`src/rtl/mem_access_stage_pkg.sv`:
```
// Shared types for the MEM pipeline stage: control bundle, FSM states, memory widths.
package Defs;

  localparam int DMEM_ADDR_W = 8;
  localparam int DATA_W      = 8;
  localparam int REG_IDX_W   = 3;

  typedef struct packed {
    logic reg_write;
    logic mem_read;
    logic mem_write;
    logic mem_to_reg;
    logic imm_to_reg;
  } ControlSignals;

  typedef enum logic {
    IDLE = 1'b0,
    REQ  = 1'b1
  } mem_state_e;

  // Write-back value for instructions that do not wait on memory.
  function automatic logic [DATA_W-1:0] wb_select(input ControlSignals ctrl,
                                                  input logic [DATA_W-1:0] imm_val,
                                                  input logic [DATA_W-1:0] alu_result);
    return ctrl.imm_to_reg ? imm_val : alu_result;
  endfunction

endpackage

```
`src/rtl/mem_access_stage_timeout_ctr.sv`:
```
// Counts REQ cycles spent waiting on dmem_ready; tc flags the last permitted cycle.
module mem_timeout_ctr #(
  parameter int TIMEOUT_CYCLES = 15
) (
  input  logic clk,
  input  logic reset,
  input  logic clear,
  input  logic enable,
  output logic tc
);

  logic [7:0] count;

  always_ff @(posedge clk or posedge reset) begin
    if (reset) begin
      count <= '0;
    end else if (clear) begin
      count <= '0;
    end else if (enable) begin
      count <= count + 8'd1;
    end
  end

  assign tc = (count == 8'(TIMEOUT_CYCLES - 1));

endmodule

```
`src/rtl/mem_access_stage.sv`:
```
// MEM stage: issues data-memory loads/stores over req/ready, stalls upstream while
// an access is pending, and registers the MEM/WB write-back values plus sticky errors.
module mem_access_stage
  import Defs::*;
#(
  parameter int TIMEOUT_CYCLES = 15
) (
  input  logic                   clk,
  input  logic                   reset,
  input  ControlSignals          control_in,
  input  logic [DATA_W-1:0]      alu_result_in,
  input  logic [DATA_W-1:0]      rd_val_in,
  input  logic [REG_IDX_W-1:0]   rd_in,
  input  logic [DATA_W-1:0]      imm_val_in,
  input  logic                   exp_error_in,
  output logic                   stall_out,
  output logic                   dmem_req,
  output logic                   dmem_we,
  output logic [DMEM_ADDR_W-1:0] dmem_addr,
  output logic [DATA_W-1:0]      dmem_wdata,
  input  logic                   dmem_ready,
  input  logic [DATA_W-1:0]      dmem_rdata,
  output logic                   wb_reg_write,
  output logic [REG_IDX_W-1:0]   wb_rd,
  output logic [DATA_W-1:0]      wb_data,
  output logic                   err_exp,
  output logic                   err_timeout
);

  mem_state_e           state, state_next;
  logic                 errored, start, tc, done;
  logic                 lat_reg_write, lat_mem_to_reg;
  logic [REG_IDX_W-1:0] lat_rd;

  mem_timeout_ctr #(.TIMEOUT_CYCLES(TIMEOUT_CYCLES)) u_timeout (
    .clk    (clk),
    .reset  (reset),
    .clear  (start),
    .enable ((state == REQ) && !dmem_ready),
    .tc     (tc)
  );

  always_ff @(posedge clk or posedge reset) begin
    if (reset) state <= IDLE;
    else       state <= state_next;
  end

  always_comb begin
    state_next = state;
    stall_out  = 1'b0;
    errored    = exp_error_in | (control_in.mem_read & control_in.mem_write);
    start      = 1'b0;
    done       = dmem_ready | tc;
    case (state)
      IDLE: begin
        start = (control_in.mem_read | control_in.mem_write) & !errored;
        if (start) begin
          stall_out  = 1'b1;
          state_next = REQ;
        end
      end
      REQ: begin
        stall_out = !done;
        if (done) state_next = IDLE;
      end
      default: state_next = IDLE;
    endcase
    // Outputs are all quiet while reset is held, even with a mem op waiting upstream.
    if (reset) stall_out = 1'b0;
  end

  always_ff @(posedge clk or posedge reset) begin
    if (reset) begin
      dmem_req       <= 1'b0;
      dmem_we        <= 1'b0;
      dmem_addr      <= '0;
      dmem_wdata     <= '0;
      lat_reg_write  <= 1'b0;
      lat_mem_to_reg <= 1'b0;
      lat_rd         <= '0;
      wb_reg_write   <= 1'b0;
      wb_rd          <= '0;
      wb_data        <= '0;
      err_exp        <= 1'b0;
      err_timeout    <= 1'b0;
    end else begin
      wb_reg_write <= 1'b0;
      case (state)
        IDLE: begin
          if (start) begin
            dmem_req       <= 1'b1;
            dmem_we        <= control_in.mem_write;
            dmem_addr      <= alu_result_in;
            dmem_wdata     <= rd_val_in;
            lat_reg_write  <= control_in.reg_write;
            lat_mem_to_reg <= control_in.mem_to_reg;
            lat_rd         <= rd_in;
          end else begin
            wb_reg_write <= control_in.reg_write & !errored;
            wb_rd        <= rd_in;
            wb_data      <= wb_select(control_in, imm_val_in, alu_result_in);
            if (errored) err_exp <= 1'b1;
          end
        end
        REQ: begin
          // Ready wins over a coincident timeout.
          if (dmem_ready) begin
            dmem_req     <= 1'b0;
            wb_reg_write <= lat_reg_write;
            wb_rd        <= lat_rd;
            wb_data      <= lat_mem_to_reg ? dmem_rdata : dmem_addr;
          end else if (tc) begin
            dmem_req    <= 1'b0;
            err_timeout <= 1'b1;
          end
        end
        default: ;
      endcase
    end
  end

endmodule

```
`config.mk`:
```
export PLATFORM = sky130hd
export DESIGN_NAME = mem_access_stage
export DESIGN_NICKNAME = d
export VERILOG_FILES = /design/src/rtl/mem_access_stage_pkg.sv /design/src/rtl/mem_access_stage_timeout_ctr.sv /design/src/rtl/mem_access_stage.sv
export SDC_FILE = /design/constraint.sdc
export NUM_CORES = 1
export LEC_CHECK = 0
export ABC_CLOCK_PERIOD_IN_PS = 2700
export BUFFER_PORTS_ARGS = -buffer_cell sky130_fd_sc_hd__buf_2
export CORE_MARGIN = 2
export CORE_UTILIZATION = 45
export CTS_BUF_LIST = sky130_fd_sc_hd__clkbuf_8
export DETAILED_ROUTE_END_ITERATION = 12
export PLACE_DENSITY = 0.78
export SETUP_SLACK_MARGIN = 0.1
export SLEW_MARGIN = 25
export SYNTH_ARGS = -nofsm -noshare
export SYNTH_HDL_FRONTEND = slang
export SYNTH_HIERARCHICAL = 1
export SYNTH_SLANG_ARGS = --single-unit
```
`constraint.sdc`:
```
create_clock -name clk -period 2.7 [get_ports clk]
set_clock_uncertainty 0.2 [all_clocks]
set_input_delay 0.54 -clock clk [delete_from_list [all_inputs] [get_ports clk]]
set_output_delay 0.54 -clock clk [all_outputs]
set_load 0.02 [all_outputs]
```
==> impl_metrics.py <==
metrics = {
    "synthesis": {
        "synthTopCellsByCount": "46 x dfrtp_1, 24 x mux2i_1, 20 x mux2_2",
        "synth_xor_area_share_pct": 1.97,
        "synth-main-ff-cell": "dfrtp_1",
        "yosysTopAreaCell": "dfrtp_1",
        "yosys.area_share.simple_pct": 5.78,
        "ys_seq_elements": 46,
        "netlist_area_um2": 2230,
        "syn_nets": 211,
        "synth-compound-area-share_pct": 5.22,
        "synth_top_family_by_area": "multiplexers",
        "synth-edff-count": 0,
        "synth-warning-count": 6,
        "yosysTopAreaCellShare_pct": 51.7,
        "synthAdderAreaFrac_pct": 1.12,
        "async_flop_share_pct": 100,
        "synthCells": 165,
        "yosysMostFrequentCell": "dfrtp_1",
        "synthMuxAreaShare_pct": 30.3,
        "syn_avg_cell_area_um2": 13.5,
        "yosys-top-cells-area": "dfrtp_1 52%, mux2i_1 11%, mux2_2 10%",
        "ys_seq_area_share_pct": 51.7,
        "yosysUniqueCellTypes": 34,
    },
    "die": {
        "die_x_um": 74.4,
        "row_count": 25,
        "pin_count": 77,
        "dieArea_um2": 5530,
        "die_h_um": 74.4,
        "initial_utilization_pct": 46.9,
        "core-area_um2": 4750,
    },
    "critical_path": {
        "crit_type": "reg -> out",
        "rrSetupSlack_ns": 0.58,
        "slowest_delay_ns": 0.45,
        "cp-end-kind": "primary output",
        "critPathArrivalTime_ns": 1.73,
        "path_delay_family": "simple AND/OR/NAND/NOR gates",
        "cp.required_ns": 1.96,
        "cpMaxStageDelayCell": "dfrtp_1",
        "crit_fanout": 4,
        "crit_buf_inv": 2,
        "start_kind": "register",
        "crit_chain": "inv_1, ha_1, nand4b_1, nor4_2, nand2b_1, a21oi_1, buf_2",
    },
    "placed_design": {
        "routabilityCongestion": 0.816,
        "placement.setup.worst_slack_ns": 0.394,
        "port_buffers": 76,
        "place_inst": 304,
        "hpwl_mm": 3.35,
    },
    "timing": {
        "clock.fmax_mhz": 404,
        "finalCritPeriodShare_pct": 91.7,
        "worst_pin_slew_ns": 0.466,
        "finalHoldViolations": 0,
        "report.final.slew_viol_count": 0,
        "hold_ws_ns": 0.00764,
        "min_period_ns": 2.47,
        "relSlewSlack_pct": 68.9,
        "setup_tns_ns": 0,
        "rsz0062_at_grt": "no",
        "layout_setup_ws_ns": 0.225,
        "setup_viol": 0,
    },
    "power_and_ir_drop": {
        "power_density_nw_per_um2": 802,
        "totalPowerFinal_mw": 2.22,
        "leakagePower_nw": 1.38,
        "vdd_drop_max_uv": 328,
    },
    "route": {
        "viasPerCell": 5.06,
        "wl_per_cell_um": 14.5,
        "route.vias.total": 1580,
        "drtIter0Drc": 82,
        "wl_mm": 4.53,
        "postRouteAntennaNets": 0,
        "first_pass_iters": 6,
        "drc": 0,
    },
    "finish": {
        "antenna_cells": 0,
        "final_cell_count_no_fill": 312,
        "syn_to_final_growth_pct": 24.4,
        "drive_above_1_share_pct": 49.4,
        "layout.nets": 290,
        "num-fill-cells": 403,
    },
    "global_routing": {
        "antenna_found_initial": 0,
        "grt_start_max_net_pins": 32,
        "grt_pass1_wl_mm": 7.13,
        "grt_pass1_vias": 1553,
        "grt_overflow_total": 0,
        "track_usage_pct": 17.2,
    },
    "clock_network": {
        "cts.sinks": 46,
        "htree_num_levels": 2,
        "clk_latency_ns": 0.29,
        "cts-root-buf": "clkbuf_8",
        "clk_pin_slew_ns": 0.08,
        "hold_buffers": 0,
        "clk_path_buf_depth": 2,
        "cts_tree": "done",
        "cts_made_buffers": 5,
    },
    "job": {
        "cap_violations": 0,
    },
    "worst_hold_path": {
        "hp-class": "in -> async",
    },
    "status": {
        "status": "finished, final reports clean",
    },
}
==> per-stage QoR <==
stage | cell area, µm² | util [%]
final | 2770 | 58.3
after CTS | 2770 | 58.3
after global routing | 2770 | 58.3
after detailed placement | 2660 | 55.9
after floorplan | 2230 | -
after global placement | 2660 | 55.9
==> layout make-up <==
type / count / area, µm² / share of cell area, %
Timing Repair Buffer: 81 / 418 / 15.1
Tap cell: 67 / 83.8 / 3.02
Clock inverter: 3 / 37.5 / 1.35
Inverter: 4 / 16.3 / 0.587
Clock buffer: 5 / 68.8 / 2.48
Multi-Input combinational cell: 106 / 996 / 35.9
Sequential cell: 46 / 1150 / 41.5
==> cells in the final DEF, fill, tap and decap left out, types with 2 or more instances in the layout <==
master / instances
mux2i_1: 24
mux2_4: 8
nand2_1: 3
or3_1: 3
ha_1: 2
clkbuf_8: 5
buf_4: 5
nand4_1: 2
o21ai_0: 5
buf_2: 76
xnor2_1: 2
a21oi_1: 5
dfrtp_1: 46
inv_1: 5
nor2_1: 5
xor2_1: 3
nand3_1: 3
mux2_1: 8
mux2_2: 20
==> where the power goes <==
part	total (mW)	internal, mW	switching, mW	leakage, nW
Sequential	0.997	0.863	0.135	0.557
Clock	0.487	0.269	0.218	0.0607
Combinational	0.738	0.350	0.388	0.764
Total	2.22	1.48	0.740	1.38
==> final timing paths <==
check	end	cells past startpoint	start
max in group asynchronous	dmem_we	3	reset
max	stall_out	7	u_timeout/count[0]
min reg2reg	err_timeout	1	err_timeout
max reg2reg	dmem_wdata[5]	5	state
min	dmem_wdata[3]	2	reset
min in group clk	dmem_wdata[0]	2	rd_val_in[0]
==> worst reg2reg max path, cell delays in order, from the launching register on <==
cell      delay [ns]
dfrtp_1         0.44
or2_1           0.26
or2_4           0.35
clkinv_2        0.11
buf_4           0.28
mux2_2          0.37
==> logic make-up after synthesis <==
| logic type | after synthesis |
|---|---|
| flip-flops | 46 |
| AO/OA/AOI/OAI | 16 |
| adder cells (fa/ha/maj) | 2 |
| multiplexers | 60 |
| XOR/XNOR | 5 |
| AND/OR/NAND/NOR | 23 |
| buffers and inverters | 13 |
==> layer usage <==
layer / part of all wire, % / GRT usage [%]
met1: 45 / 22.1
met4: 1.6 / 6.94
met3: 6.6 / 4.74
met2: 46 / 27.7
met5: 0 / 0
==> what timing repair did <==
item,in CTS,in global routing
gates resized for setup,1,0
setup endpoints to repair,1,0
setup buffers,0,0
Power figures use the tool's default switching activity.
